File: src/rtl/muldiv_pkg.sv
// Shared decode constants and FSM state type for the iterative multiply/divide unit.
package muldiv_pkg;

  localparam logic [5:0] FN_MULT  = 6'h18;
  localparam logic [5:0] FN_MULTU = 6'h19;
  localparam logic [5:0] FN_DIV   = 6'h1A;
  localparam logic [5:0] FN_DIVU  = 6'h1B;

  localparam logic [1:0] ULAOP_RTYPE = 2'b10;

  typedef enum logic [1:0] {
    IDLE = 2'd0,
    MUL  = 2'd1,
    DIV  = 2'd2,
    DONE = 2'd3
  } md_state_t;

endpackage

File: src/rtl/muldiv_step.sv
// One iteration of the shared datapath: shift-add multiply step or restoring-divide step.
// The accumulator is {acc_hi, acc_lo}; opnd is the multiplicand (multiply) or divisor (divide).
module muldiv_step #(
  parameter int WIDTH = 32
) (
  input  logic             div_i,
  input  logic [WIDTH-1:0] acc_hi_i,
  input  logic [WIDTH-1:0] acc_lo_i,
  input  logic [WIDTH-1:0] opnd_i,
  output logic [WIDTH-1:0] acc_hi_o,
  output logic [WIDTH-1:0] acc_lo_o
);

  logic [WIDTH:0] sum;
  logic [WIDTH:0] shifted;
  logic [WIDTH:0] diff;

  always_comb begin
    sum     = {1'b0, acc_hi_i} + (acc_lo_i[0] ? {1'b0, opnd_i} : {(WIDTH+1){1'b0}});
    shifted = {acc_hi_i, acc_lo_i[WIDTH-1]};
    diff    = shifted - {1'b0, opnd_i};
    if (div_i) begin
      // diff[WIDTH] set means the trial subtraction went negative: restore
      if (!diff[WIDTH]) begin
        acc_hi_o = diff[WIDTH-1:0];
        acc_lo_o = {acc_lo_i[WIDTH-2:0], 1'b1};
      end else begin
        acc_hi_o = shifted[WIDTH-1:0];
        acc_lo_o = {acc_lo_i[WIDTH-2:0], 1'b0};
      end
    end else begin
      acc_hi_o = sum[WIDTH:1];
      acc_lo_o = {sum[0], acc_lo_i[WIDTH-1:1]};
    end
  end

endmodule

File: src/rtl/mul_div_unit.sv
// Iterative multiply/divide unit with HI/LO registers for a multicycle MIPS datapath.
// Define MUL_DIV_SIGNED_EN to make MULT/DIV signed; otherwise they behave as MULTU/DIVU.
module mul_div_unit
  import muldiv_pkg::*;
#(
  parameter int WIDTH = 32,
  parameter int CNT_W = $clog2(WIDTH + 1)
) (
  input  logic             clk,
  input  logic             reset,
  input  logic             start,
  input  logic [1:0]       ula_op,
  input  logic [5:0]       funct,
  input  logic [WIDTH-1:0] a,
  input  logic [WIDTH-1:0] b,
  output logic             busy,
  output logic             done,
  output logic             div_zero,
  output logic [WIDTH-1:0] hi,
  output logic [WIDTH-1:0] lo
);

  md_state_t        state_q;
  logic [CNT_W-1:0] cnt_q;
  logic [WIDTH-1:0] acc_hi_q, acc_lo_q, opnd_q;
  logic [WIDTH-1:0] hi_q, lo_q;
  logic             busy_q, done_q, dz_q;

  logic             is_mul, is_div, accept;
  logic [WIDTH-1:0] a_lat_d, b_lat_d;
  logic [WIDTH-1:0] step_hi_d, step_lo_d;
  logic [WIDTH-1:0] res_hi_d, res_lo_d;

`ifdef MUL_DIV_SIGNED_EN
  logic neg_lo_q, neg_hi_q;
  logic neg_lo_d, neg_hi_d;

  function automatic logic [WIDTH-1:0] mag(input logic [WIDTH-1:0] x);
    return x[WIDTH-1] ? (~x + 1'b1) : x;
  endfunction
`endif

  always_comb begin
    is_mul = (funct == FN_MULT) || (funct == FN_MULTU);
    is_div = (funct == FN_DIV) || (funct == FN_DIVU);
    accept = start && (ula_op == ULAOP_RTYPE) && (is_mul || is_div);
    a_lat_d = a;
    b_lat_d = b;
`ifdef MUL_DIV_SIGNED_EN
    neg_lo_d = 1'b0;
    neg_hi_d = 1'b0;
    if ((funct == FN_MULT) || (funct == FN_DIV)) begin
      a_lat_d  = mag(a);
      b_lat_d  = mag(b);
      neg_lo_d = a[WIDTH-1] ^ b[WIDTH-1];
      neg_hi_d = a[WIDTH-1];
    end
`endif
  end

  muldiv_step #(.WIDTH(WIDTH)) u_step (
    .div_i    (state_q == DIV),
    .acc_hi_i (acc_hi_q),
    .acc_lo_i (acc_lo_q),
    .opnd_i   (opnd_q),
    .acc_hi_o (step_hi_d),
    .acc_lo_o (step_lo_d)
  );

  // Sign fix-up of the final iteration's result, applied only as it enters HI/LO
  always_comb begin
    res_hi_d = step_hi_d;
    res_lo_d = step_lo_d;
`ifdef MUL_DIV_SIGNED_EN
    if (state_q == MUL) begin
      if (neg_lo_q) {res_hi_d, res_lo_d} = ~{step_hi_d, step_lo_d} + 1'b1;
    end else begin
      if (neg_lo_q) res_lo_d = ~step_lo_d + 1'b1;
      if (neg_hi_q) res_hi_d = ~step_hi_d + 1'b1;
    end
`endif
  end

  always_ff @(posedge clk or posedge reset) begin
    if (reset) begin
      state_q  <= IDLE;
      cnt_q    <= '0;
      acc_hi_q <= '0;
      acc_lo_q <= '0;
      opnd_q   <= '0;
      hi_q     <= '0;
      lo_q     <= '0;
      busy_q   <= 1'b0;
      done_q   <= 1'b0;
      dz_q     <= 1'b0;
`ifdef MUL_DIV_SIGNED_EN
      neg_lo_q <= 1'b0;
      neg_hi_q <= 1'b0;
`endif
    end else begin
      case (state_q)
        IDLE: begin
          done_q <= 1'b0;
          dz_q   <= 1'b0;
          if (accept) begin
            if (is_div && (b == '0)) begin
              state_q <= DONE;
              done_q  <= 1'b1;
              dz_q    <= 1'b1;
            end else begin
              state_q  <= is_mul ? MUL : DIV;
              busy_q   <= 1'b1;
              cnt_q    <= '0;
              acc_hi_q <= '0;
              acc_lo_q <= is_mul ? b_lat_d : a_lat_d;
              opnd_q   <= is_mul ? a_lat_d : b_lat_d;
`ifdef MUL_DIV_SIGNED_EN
              neg_lo_q <= neg_lo_d;
              neg_hi_q <= neg_hi_d;
`endif
            end
          end
        end
        MUL, DIV: begin
          acc_hi_q <= step_hi_d;
          acc_lo_q <= step_lo_d;
          cnt_q    <= cnt_q + CNT_W'(1);
          if (cnt_q == CNT_W'(WIDTH - 1)) begin
            state_q <= DONE;
            busy_q  <= 1'b0;
            done_q  <= 1'b1;
            hi_q    <= res_hi_d;
            lo_q    <= res_lo_d;
          end
        end
        DONE: begin
          state_q <= IDLE;
          done_q  <= 1'b0;
          dz_q    <= 1'b0;
        end
        default: state_q <= IDLE;
      endcase
    end
  end

  assign busy     = busy_q;
  assign done     = done_q;
  assign div_zero = dz_q;
  assign hi       = hi_q;
  assign lo       = lo_q;

endmodule

File: config.mk
export PLATFORM = sky130hd
export DESIGN_NAME = mul_div_unit
export DESIGN_NICKNAME = d
export VERILOG_FILES = /design/src/rtl/muldiv_pkg.sv /design/src/rtl/muldiv_step.sv /design/src/rtl/mul_div_unit.sv
export SDC_FILE = /design/constraint.sdc
export NUM_CORES = 1
export LEC_CHECK = 0
export BUFFER_PORTS_ARGS = -buffer_cell sky130_fd_sc_hd__clkbuf_2
export CAP_MARGIN = 5
export CORE_AREA = 2 2 161 163
export CTS_CLUSTER_DIAMETER = 200
export DETAILED_ROUTE_END_ITERATION = 8
export DIE_AREA = 0 0 163 165
export PLACE_DENSITY = 0.69
export SYNTH_ARGS = -nofsm -noshare
export SYNTH_HDL_FRONTEND = slang
export SYNTH_SLANG_ARGS = --single-unit
File: constraint.sdc
create_clock -name clk -period 7.5 [get_ports clk]
set_input_delay 1.5 -clock clk [delete_from_list [all_inputs] [get_ports clk]]
set_output_delay 1.5 -clock clk [all_outputs]
set_load 0.02 [all_outputs]
==> flow_summary.json, run 1 <==
{
  "vias_per_cell": 6.03,
  "die_y_um": 165,
  "drv_slew": 0,
  "tritoncts": "yes",
  "globalplace.congestion": 0.952,
  "synth.cell_area_mm2": 0.0124,
  "placed_cell_area_mm2": 0.0133,
  "max_cap_viol": 0,
  "avgSynthCellArea_um2": 8.64,
  "setup_repair_after_global_routing_missed_its_margin": "no",
  "share_of_flip_flops_with_an_asynchronous_set_or_reset": 1.00,
  "final_hold_viol_count": 0,
  "timing.critical_path.slowest_stage_cell": "dfrtp_1",
  "ctsLongestPathBuffers": 2,
  "place_hpwl_mm": 26.3,
  "fin_ws_ns": 2.38,
  "grtUsageTotal": 0.277,
  "outcome": "completed",
  "timing.final.crit_share": 0.682,
  "insertion_delay_ns": 0.45,
  "critical_path_depth": 12,
  "distinct_cell_type_count_of_the_synthesized_netlist": 72,
  "route.detailed.drc": 0,
  "max_freq_mhz": 195,
  "grt_overflow": 0,
  "worstSetupPathType": "reg2reg",
  "postSynthNetCount": 1582,
  "cts_setup_buffers": 0,
  "placement.io_buffers": 140,
  "synth.yosys.seq_area_share": 0.345,
  "boundaryPins": 142,
  "yosys-mux-area-fraction": 0.0961,
  "cts.reportedPaths.clkPinSlew_ns": 0.08,
  "routed-via-count": 11275,
  "drt-pass1-iter-count": 5,
  "cts_repair_resize_count": 0,
  "fin_setup_tns_ns": 0,
  "synth_area_in_simple_gates": 0.158,
  "flow.area_growth_from_synthesis_pct": 12.5,
  "htree_num_levels": 4,
  "p_leak_uw": 0.00654,
  "critical-path-top-delay-family": "compound AO/OA/AOI/OAI gates",
  "min-delay-path-class": "reg2reg",
  "route.antenna.remaining_nets": 0,
  "worst_ep_arrival_time_ns": 5.46,
  "route.final.wire_length_mm": 36.4,
  "insertedDiodeCount": 0,
  "crit_buf_inv": 0,
  "grt_first_pass_wirelength_mm": 58.7,
  "synth-warning-count": 0,
  "slew_headroom": 0.217,
  "die_x_um": 163,
  "utilization": 0.558,
  "core_mm2": 0.0250,
  "clock-sinks": 171,
  "synth_seq_cells": 171,
  "final_period_minus_worst_setup_slack_ns": 5.12,
  "clk_root_buffer_cell": "clkbuf_16",
  "main_synth_ff_type": "dfrtp_1",
  "power-per-cell-area_mw_per_mm2": 399,
  "fp.dieArea_mm2": 0.0269,
  "startpoint_class_of_the_critical_path": "flip-flop",
  "final-setup-viol-count": 0,
  "first_iter_violations": 867,
  "antenna_found_initial": 0,
  "numCtsBuffers": 17,
  "layout.cells.most_common": "nand2_1",
  "largest_family_of_logic_cells_by_synthesized_area": "compound AO/OA/AOI/OAI gates",
  "final_area_mm2": 0.0140,
  "post-place-ws_ns": 2.03,
  "netlist_instances": 1437,
  "worstPathRequired_ns": 7.84,
  "synth-xor-area-share": 0.0339,
  "hold-path-cell-count": 2,
  "vdd.ir_drop.worst_v": 0.000281,
  "timing.critical_path.to_type": "flip-flop",
  "final_worst_clock_skew_ns": 0.0165,
  "slowest_delay_ns": 0.82,
  "cts_hold_buffers": 0,
  "cp_common_cell": "a211oi_1",
  "critical_path_peak_fanout": 34,
  "synthAdderAreaFrac": 0.0718,
  "tightest_slew_ns": 1.17,
  "drt-wirelength-per-cell_um": 19.5,
  "crit_chain": "and2_1, ha_1, fa_1, a21o_1, a221oi_2, nor4b_1, o31ai_2, a211oi_1, or2_2, a2111oi_0, a211oi_1, mux2_2",
  "floorplan.rows": 58,
  "worst-r2r-cell-count": 12,
  "grt_max_degree": 106,
  "layout-drive-gt1-share": 0.166,
  "first_global_vias": 10924,
  "design.final.nets": 1672,
  "synth_enable_flop_cells": 0,
  "layout_common_cells": "182 x nand2_1, 171 x dfrtp_1, 140 x clkbuf_2",
  "synth_compound_gate_area_share": 0.251,
  "floorplan.initialDensity": 0.496
}
-- sequential cells by signal, summed over array words and instances (netlist names) --
| signal | count |
|---|---|
| busy | 1 |
| opnd_q | 32 |
| acc_lo_q | 32 |
| state_q | 2 |
| acc_hi_q | 32 |
| cnt_q | 6 |
| done | 1 |
| hi | 32 |
| div_zero | 1 |
| lo | 32 |
-- cell families (layout without fill, tap and decap cells) --
| logic type | Yosys count | in the layout |
|---|---|---|
| AO/OA/AOI/OAI | 458 | 458 |
| flip-flops | 171 | 171 |
| XOR/XNOR | 48 | 48 |
| buffers and inverters | 143 | 246 |
| AND/OR/NAND/NOR | 433 | 433 |
| adder cells (fa/ha/maj) | 70 | 70 |
| multiplexers | 114 | 114 |
-- final cells by class --
| cell class | instances | area [um^2] |
|---|---|---|
| timing repair buffer | 152 | 803 |
| clock buffer | 18 | 439 |
| inverter | 62 | 238 |
| tap | 330 | 413 |
| multi-input combinational | 1123 | 7610 |
| sequential | 171 | 4280 |
| fill | 2306 | 11100 |
| clock inverter | 14 | 175 |
-- worst min-delay path, cell delays in order, from the launching register on --
cell and delay (ns):
dfrtp_1 0.35, nand2_1 0.05, o31ai_1 0.05
-- metrics by stage --
| stage | total power [uW] | hold WS (ns) | instances |
|---|---|---|---|
| 4_1_cts | 5540 | 0.485 | 1870 |
| 3_5_place_dp | 4600 | 0.467 | 1838 |
| 5_1_grt | 5970 | 0.515 | 1870 |
| 6_report | 5570 | 0.479 | 1870 |
| 2_1_floorplan | 3770 | 0.462 | 1437 |
| 3_3_place_gp | 4530 | 0.462 | 1838 |
-- cell usage after synthesis, types with 8 or more instances --
cell type / count / share of area
and2_1: 43 / 0.022
o211a_1: 12 / 0.0097
inv_1: 60 / 0.018
ha_1: 68 / 0.069
nand4_1: 14 / 0.0071
nand3_1: 15 / 0.0060
nor2b_1: 8 / 0.0040
a21oi_1: 83 / 0.033
o21ai_0: 125 / 0.050
a21o_1: 53 / 0.032
nand2_1: 183 / 0.055
a2111oi_0: 10 / 0.0071
o2111ai_1: 16 / 0.011
and3_1: 8 / 0.0040
a31oi_1: 13 / 0.0066
nor3_1: 16 / 0.0065
xor2_1: 25 / 0.018
clkbuf_1: 66 / 0.020
nor4_1: 11 / 0.0055
dfrtp_1: 171 / 0.34
o31ai_1: 30 / 0.018
xnor2_1: 23 / 0.016
mux2i_1: 73 / 0.059
nor2_1: 108 / 0.033
mux2_2: 41 / 0.037
a211oi_1: 34 / 0.021
o21bai_1: 8 / 0.0048
o211ai_1: 10 / 0.0060
-- report_power, final --
group | leakage (uW) | switching [uW] | internal [uW]
sequential | 0.00227 | 232 | 1140
clock | 0.000298 | 462 | 461
combinational | 0.00397 | 2070 | 1200
total | 0.00654 | 2770 | 2800
-- per-layer routing --
| metal | share of wire | routed length (um) | track usage |
|---|---|---|---|
| met4 | 0.030 | 1080 | 0.0945 |
| met2 | 0.44 | 15900 | 0.434 |
| met1 | 0.46 | 16800 | 0.389 |
| met3 | 0.070 | 2550 | 0.0472 |
| met5 | 0 | 0 | 0 |
-- final timing paths --
kind                       slack, ns     end        start
setup / recovery                2.38  hi[29]  acc_lo_q[0]
setup reg to reg                2.38  hi[29]  acc_lo_q[0]
hold / removal                  0.48   hi[5]        hi[5]
hold reg to reg                 0.48   hi[5]        hi[5]
max in group asynchronous       4.77  hi[21]        reset
min in group asynchronous       1.25   lo[2]        reset
Note: power is estimated with default switching activity, not from simulation.
==> inputs of run 2 (changes only) <==
--- a/config.mk
+++ b/config.mk
@@ -11,7 +11,7 @@
 export CTS_CLUSTER_DIAMETER = 200
 export DETAILED_ROUTE_END_ITERATION = 8
 export DIE_AREA = 0 0 163 165
-export PLACE_DENSITY = 0.69
+export PLACE_DENSITY = 0.72
 export SYNTH_ARGS = -nofsm -noshare
 export SYNTH_HDL_FRONTEND = slang
 export SYNTH_SLANG_ARGS = --single-unit
==> constraint.sdc (replaced) <==
create_clock -name clk -period 4.3 [get_ports clk]
set_input_delay 0.86 -clock clk [delete_from_list [all_inputs] [get_ports clk]]
set_output_delay 0.86 -clock clk [all_outputs]
set_load 0.02 [all_outputs]
==> flow_summary.json, run 2 (synthesis results as in run 1) <==
{
  "fin_setup_tns_ns": 0,
  "timing.critical_path.to_type": "flip-flop",
  "boundaryPins": 142,
  "cts_repair_resize_count": 0,
  "internal_power_uw": 5050,
  "cts_setup_buffers": 0,
  "cts_hold_buffers": 0,
  "first_global_vias": 11019,
  "post-place-ws_ns": 0.425,
  "timing.final.crit_share": 0.910,
  "timing.critical_path.slowest_stage_cell": "nor4b_1",
  "crit_chain": "buf_4, and2_1, ha_1, and3_1, a221oi_2, nor4b_1, o31ai_2, buf_4, a211oi_1, buf_4, nor3_1, a2111oi_0, a211oi_1, mux2_2",
  "floorplan.initialDensity": 0.496,
  "design.final.nets": 1693,
  "first_iter_violations": 902,
  "route.detailed.drc": 0,
  "num-fill-cells": 2261,
  "max_cap_viol": 0,
  "p_sw_uw": 4900,
  "clock-sinks": 171,
  "route.antenna.remaining_nets": 0,
  "numCtsBuffers": 17,
  "flow.area_growth_from_synthesis_pct": 14.0,
  "insertion_delay_ns": 0.44,
  "swShare": 0.493,
  "final-setup-viol-count": 0,
  "power-per-cell-area_mw_per_mm2": 703,
  "combinationalPowerShare": 0.605,
  "p_clk_frac": 0.157,
  "die_y_um": 165,
  "final_hold_viol_count": 0,
  "core_mm2": 0.0250,
  "slew_headroom": 0.466,
  "tritoncts": "yes",
  "final_worst_clock_skew_ns": 0.0154,
  "vias_per_cell": 6.00,
  "min-delay-path-class": "reg2reg",
  "grt_overflow": 0,
  "max_freq_mhz": 256,
  "routed-via-count": 11350,
  "floorplan.rows": 58,
  "worst_ep_arrival_time_ns": 4.23,
  "antenna_found_initial": 0,
  "worstSetupPathType": "reg2reg",
  "place_hpwl_mm": 27.3,
  "cp_common_cell": "buf_4",
  "drv_slew": 0,
  "route.final.wire_length_mm": 37.0,
  "layout.cells.most_common": "nand2_1",
  "layout-drive-gt1-share": 0.176,
  "htree_num_levels": 4,
  "ctsLongestPathBuffers": 2,
  "placement.io_buffers": 140,
  "p_leak_uw": 0.00665,
  "critical_path_peak_fanout": 9,
  "outcome": "completed",
  "slowest_delay_ns": 0.60,
  "utilization": 0.565,
  "worstPathRequired_ns": 4.62,
  "fin_ws_ns": 0.388,
  "fp.dieArea_mm2": 0.0269,
  "grtUsageTotal": 0.280,
  "clk_root_buffer_cell": "clkbuf_16",
  "layout_common_cells": "182 x nand2_1, 171 x dfrtp_1, 140 x clkbuf_2",
  "drt-pass1-iter-count": 5,
  "setup_repair_after_global_routing_missed_its_margin": "no",
  "power_uw": 9950,
  "globalplace.congestion": 0.972,
  "vdd.ir_drop.worst_v": 0.000562,
  "drt-wirelength-per-cell_um": 19.5,
  "startpoint_class_of_the_critical_path": "flip-flop",
  "pwr-share-seq": 0.238,
  "final_period_minus_worst_setup_slack_ns": 3.91,
  "grt_first_pass_wirelength_mm": 59.0,
  "grt_max_degree": 96,
  "tightest_slew_ns": 0.781,
  "cts.reportedPaths.clkPinSlew_ns": 0.07,
  "insertedDiodeCount": 0,
  "die_x_um": 163
}
==> run 2: changes by cell type in the layout (fill, tap and decap cells not counted), sizes merged <==
cell | before | now
buf | 12 | 33
clkinv | 9 | 8
clkinvlp | 0 | 1
==> run 2: metal layers <==
| metal | part of all wire | wire [um] | track usage |
|---|---|---|---|
| met2 | 0.45 | 16500 | 0.433 |
| met1 | 0.45 | 16800 | 0.399 |
| met5 | 0 | 0 | 0 |
| met4 | 0.022 | 798 | 0.0889 |
| met3 | 0.079 | 2930 | 0.0482 |
==> run 2: critical path: cells and delay by family (launching register included) <==
family          cells  cell delay, ns
compound gates      5            1.17
fa+ha+maj           1            0.37
buf+inv             3            0.53
flops               1            0.39
mux                 1            0.30
simple gates        4            1.00
==> run 2: power by group through the flow <==
stage | Clock, uW | Sequential, uW | Combinational, uW
after floorplan | 0 | 2300 | 4280
after detailed placement | 0 | 2380 | 5930
after global routing | 1660 | 2410 | 6570
final | 1570 | 2370 | 6020
after global placement | 0 | 2370 | 5840
after CTS | 1590 | 2360 | 5970
==> run 2: metrics by stage <==
stage	cell area (um^2)	hold WS, ns	cells
2_1_floorplan	12400	0.462	1437
6_report	14200	0.481	1891
3_3_place_gp	13600	0.462	1859
5_1_grt	14200	0.510	1891
4_1_cts	14200	0.486	1891
3_5_place_dp	13600	0.470	1859
==> run 2: worst paths after layout <==
path	endpoint	slack (ns)	cells after the start	start
min reg2reg	hi[17]	0.48	2	hi[17]
max	hi[29]	0.39	14	acc_lo_q[0]
max reg2reg	hi[29]	0.39	14	acc_lo_q[0]
min in group asynchronous	lo[7]	0.52	3	reset
min	hi[17]	0.48	2	hi[17]
max in group asynchronous	hi[29]	3.32	3	reset
==> run 2: cell type report <==
class | instances | area [um^2] | share of cell area
Clock inverter | 14 | 173 | 0.0122
Inverter | 62 | 236 | 0.0167
Multi-Input combinational cell | 1123 | 7610 | 0.538
Tap cell | 330 | 413 | 0.0292
Timing Repair Buffer | 173 | 1010 | 0.0714
Sequential cell | 171 | 4280 | 0.302
Clock buffer | 18 | 429 | 0.0303
==> inputs of run 3 (changes only) <==
--- a/config.mk
+++ b/config.mk
@@ -7,10 +7,11 @@
 export LEC_CHECK = 0
 export BUFFER_PORTS_ARGS = -buffer_cell sky130_fd_sc_hd__clkbuf_2
 export CAP_MARGIN = 5
-export CORE_AREA = 2 2 161 163
+export CORE_AREA = 2 2 170 155
 export CTS_CLUSTER_DIAMETER = 200
 export DETAILED_ROUTE_END_ITERATION = 8
-export DIE_AREA = 0 0 163 165
+export DIE_AREA = 0 0 172 157
+export GPL_TIMING_DRIVEN = 1
 export PLACE_DENSITY = 0.72
 export SYNTH_ARGS = -nofsm -noshare
 export SYNTH_HDL_FRONTEND = slang
==> flow_summary.json, run 3 (synthesis results as in run 1) <==
{
  "route.detailed.drc": 0,
  "floorplan.rows": 55,
  "tritoncts": "yes",
  "drt-wirelength-per-cell_um": 19.8,
  "place_hpwl_mm": 27.8,
  "globalplace.congestion": 0.934,
  "p_leak_uw": 0.00669,
  "multi_input_area_mm2": 0.00761,
  "critical_path.reg2reg.startpoint": "acc_lo_q[0]",
  "worst_ep_arrival_time_ns": 4.48,
  "numCtsBuffers": 17,
  "flow.area_growth_from_synthesis_pct": 14.7,
  "hold_path_startpoint": "hi[2]",
  "timing.critical_path.slowest_stage_cell": "a2111oi_1",
  "boundaryPins": 142,
  "layout.area.seq_mm2": 0.00428,
  "slew_headroom": 0.202,
  "pwr-share-seq": 0.234,
  "p_sw_uw": 5000,
  "antenna_found_initial": 0,
  "crit_chain": "and2_1, ha_1, fa_1, a21o_1, a221oi_2, buf_4, nor4b_1, o31ai_2, a211oi_1, or2_2, a2111oi_1, buf_4, a211oi_1, mux2_2",
  "layout-drive-gt1-share": 0.178,
  "setup_repair_after_global_routing_missed_its_margin": "no",
  "die_y_um": 157,
  "drt-pass1-iter-count": 7,
  "layout_common_cells": "182 x nand2_1, 171 x dfrtp_1, 140 x clkbuf_2",
  "final-setup-viol-count": 0,
  "swShare": 0.492,
  "drv_slew": 0,
  "max_freq_mhz": 242,
  "insertedDiodeCount": 0,
  "worstPathRequired_ns": 4.64,
  "placement.io_buffers": 140,
  "p_clk_frac": 0.165,
  "hold-path-cell-count": 2,
  "fp.dieArea_mm2": 0.0270,
  "routed-via-count": 11488,
  "cts_hold_buffers": 0,
  "htree_num_levels": 4,
  "tightest_slew_ns": 1.20,
  "critical_path_peak_fanout": 4,
  "core_mm2": 0.0250,
  "final_period_minus_worst_setup_slack_ns": 4.13,
  "grtUsageTotal": 0.284,
  "outcome": "completed",
  "layout.cells.most_common": "nand2_1",
  "min-delay-path-class": "reg2reg",
  "clock-sinks": 171,
  "clk_root_buffer_cell": "clkbuf_16",
  "route.antenna.remaining_nets": 0,
  "power_uw": 10200,
  "startpoint_class_of_the_critical_path": "flip-flop",
  "cts_setup_buffers": 0,
  "hold-worst-slack_ns": 0.485,
  "ctsLongestPathBuffers": 2,
  "slowest_delay_ns": 0.51,
  "vdd.ir_drop.worst_v": 0.000499,
  "grt_max_degree": 172,
  "max_cap_viol": 0,
  "route.final.wire_length_mm": 37.8,
  "floorplan.initialDensity": 0.496,
  "timing.final.crit_share": 0.961,
  "combinationalPowerShare": 0.601,
  "grt_first_pass_wirelength_mm": 59.7,
  "design.final.nets": 1696,
  "power-per-cell-area_mw_per_mm2": 714,
  "num-fill-cells": 2334,
  "final_hold_viol_count": 0,
  "cts_repair_resize_count": 0,
  "cts.reportedPaths.clkPinSlew_ns": 0.08,
  "timing.critical_path.to_type": "flip-flop",
  "insertion_delay_ns": 0.45,
  "final_worst_clock_skew_ns": 0.0123,
  "internal_power_uw": 5160,
  "grt_overflow": 0,
  "first_global_vias": 10850,
  "die_x_um": 172,
  "worst-r2r-cell-count": 14,
  "first_iter_violations": 936,
  "worstSetupPathType": "reg2reg",
  "fin_setup_tns_ns": 0,
  "vias_per_cell": 6.03,
  "setup.worst_path.start": "acc_lo_q[0]"
}
run 3: changes by cell type in the layout (fill, tap and decap cells not counted):
cell	previous run	this run
a2111oi_0	10	9
inv_6	4	3
a2111oi_1	0	1
clkbuf_1	1	0
bufinv_16	0	1
buf_4	28	31
clkinv_8	6	8
clkinv_4	2	1
run 3: per-layer routing:
metal,vias up,wire length [um],share of wire,track usage
li1,5456,-,-,-
met1,5531,17600,0.47,0.418
met2,450,16500,0.44,0.433
met3,51,2870,0.076,0.0475
met4,0,779,0.021,0.0776
met5,-,0,0,0
run 3: worst max-delay path: cells and delay by family, from the launching register on:
| family | cells | cell delay, ns |
|---|---|---|
| compound gates | 6 | 1.67 |
| fa+ha+maj | 2 | 0.67 |
| buf+inv | 2 | 0.38 |
| flops | 1 | 0.40 |
| mux | 1 | 0.30 |
| simple gates | 3 | 0.60 |
run 3: power groups by stage:
stage          combinational, uW  sequential (uW)  clock, uW
2_1_floorplan               4280             2300          0
3_3_place_gp                5870             2380          0
3_5_place_dp                5970             2390          0
4_1_cts                     6000             2370       1690
5_1_grt                     6630             2420       1750
6_report                    6100             2380       1680
run 3: cell type report:
cell class,count,area share
Clock buffer,17,0.0299
Clock inverter,15,0.0153
Inverter,62,0.0166
Multi-Input combinational cell,1123,0.535
Sequential cell,171,0.301
Tap cell,342,0.0301
Timing Repair Buffer,176,0.0726
run 3: path summary, 6_finish.rpt:
kind	end	slack (ns)
worst max-delay path	hi[29]	0.17
worst min-delay path	hi[2]	0.49
worst max register to register	hi[29]	0.17
worst min register to register	hi[2]	0.49
max in group asynchronous	acc_hi_q[20]	2.95
min in group asynchronous	div_zero	0.64
run 3: through the flow:
step / instance area [um^2] / instances / util / worst slack [ns]
finish: 14200 / 1906 / 0.568 / 0.167
global placement: 13600 / 1874 / 0.542 / 0.248
detailed placement: 13600 / 1874 / 0.542 / 0.159
CTS: 14200 / 1906 / 0.568 / 0.0983
global route: 14200 / 1906 / 0.568 / 0.0323
floorplan: 12400 / 1437 / - / 0.898
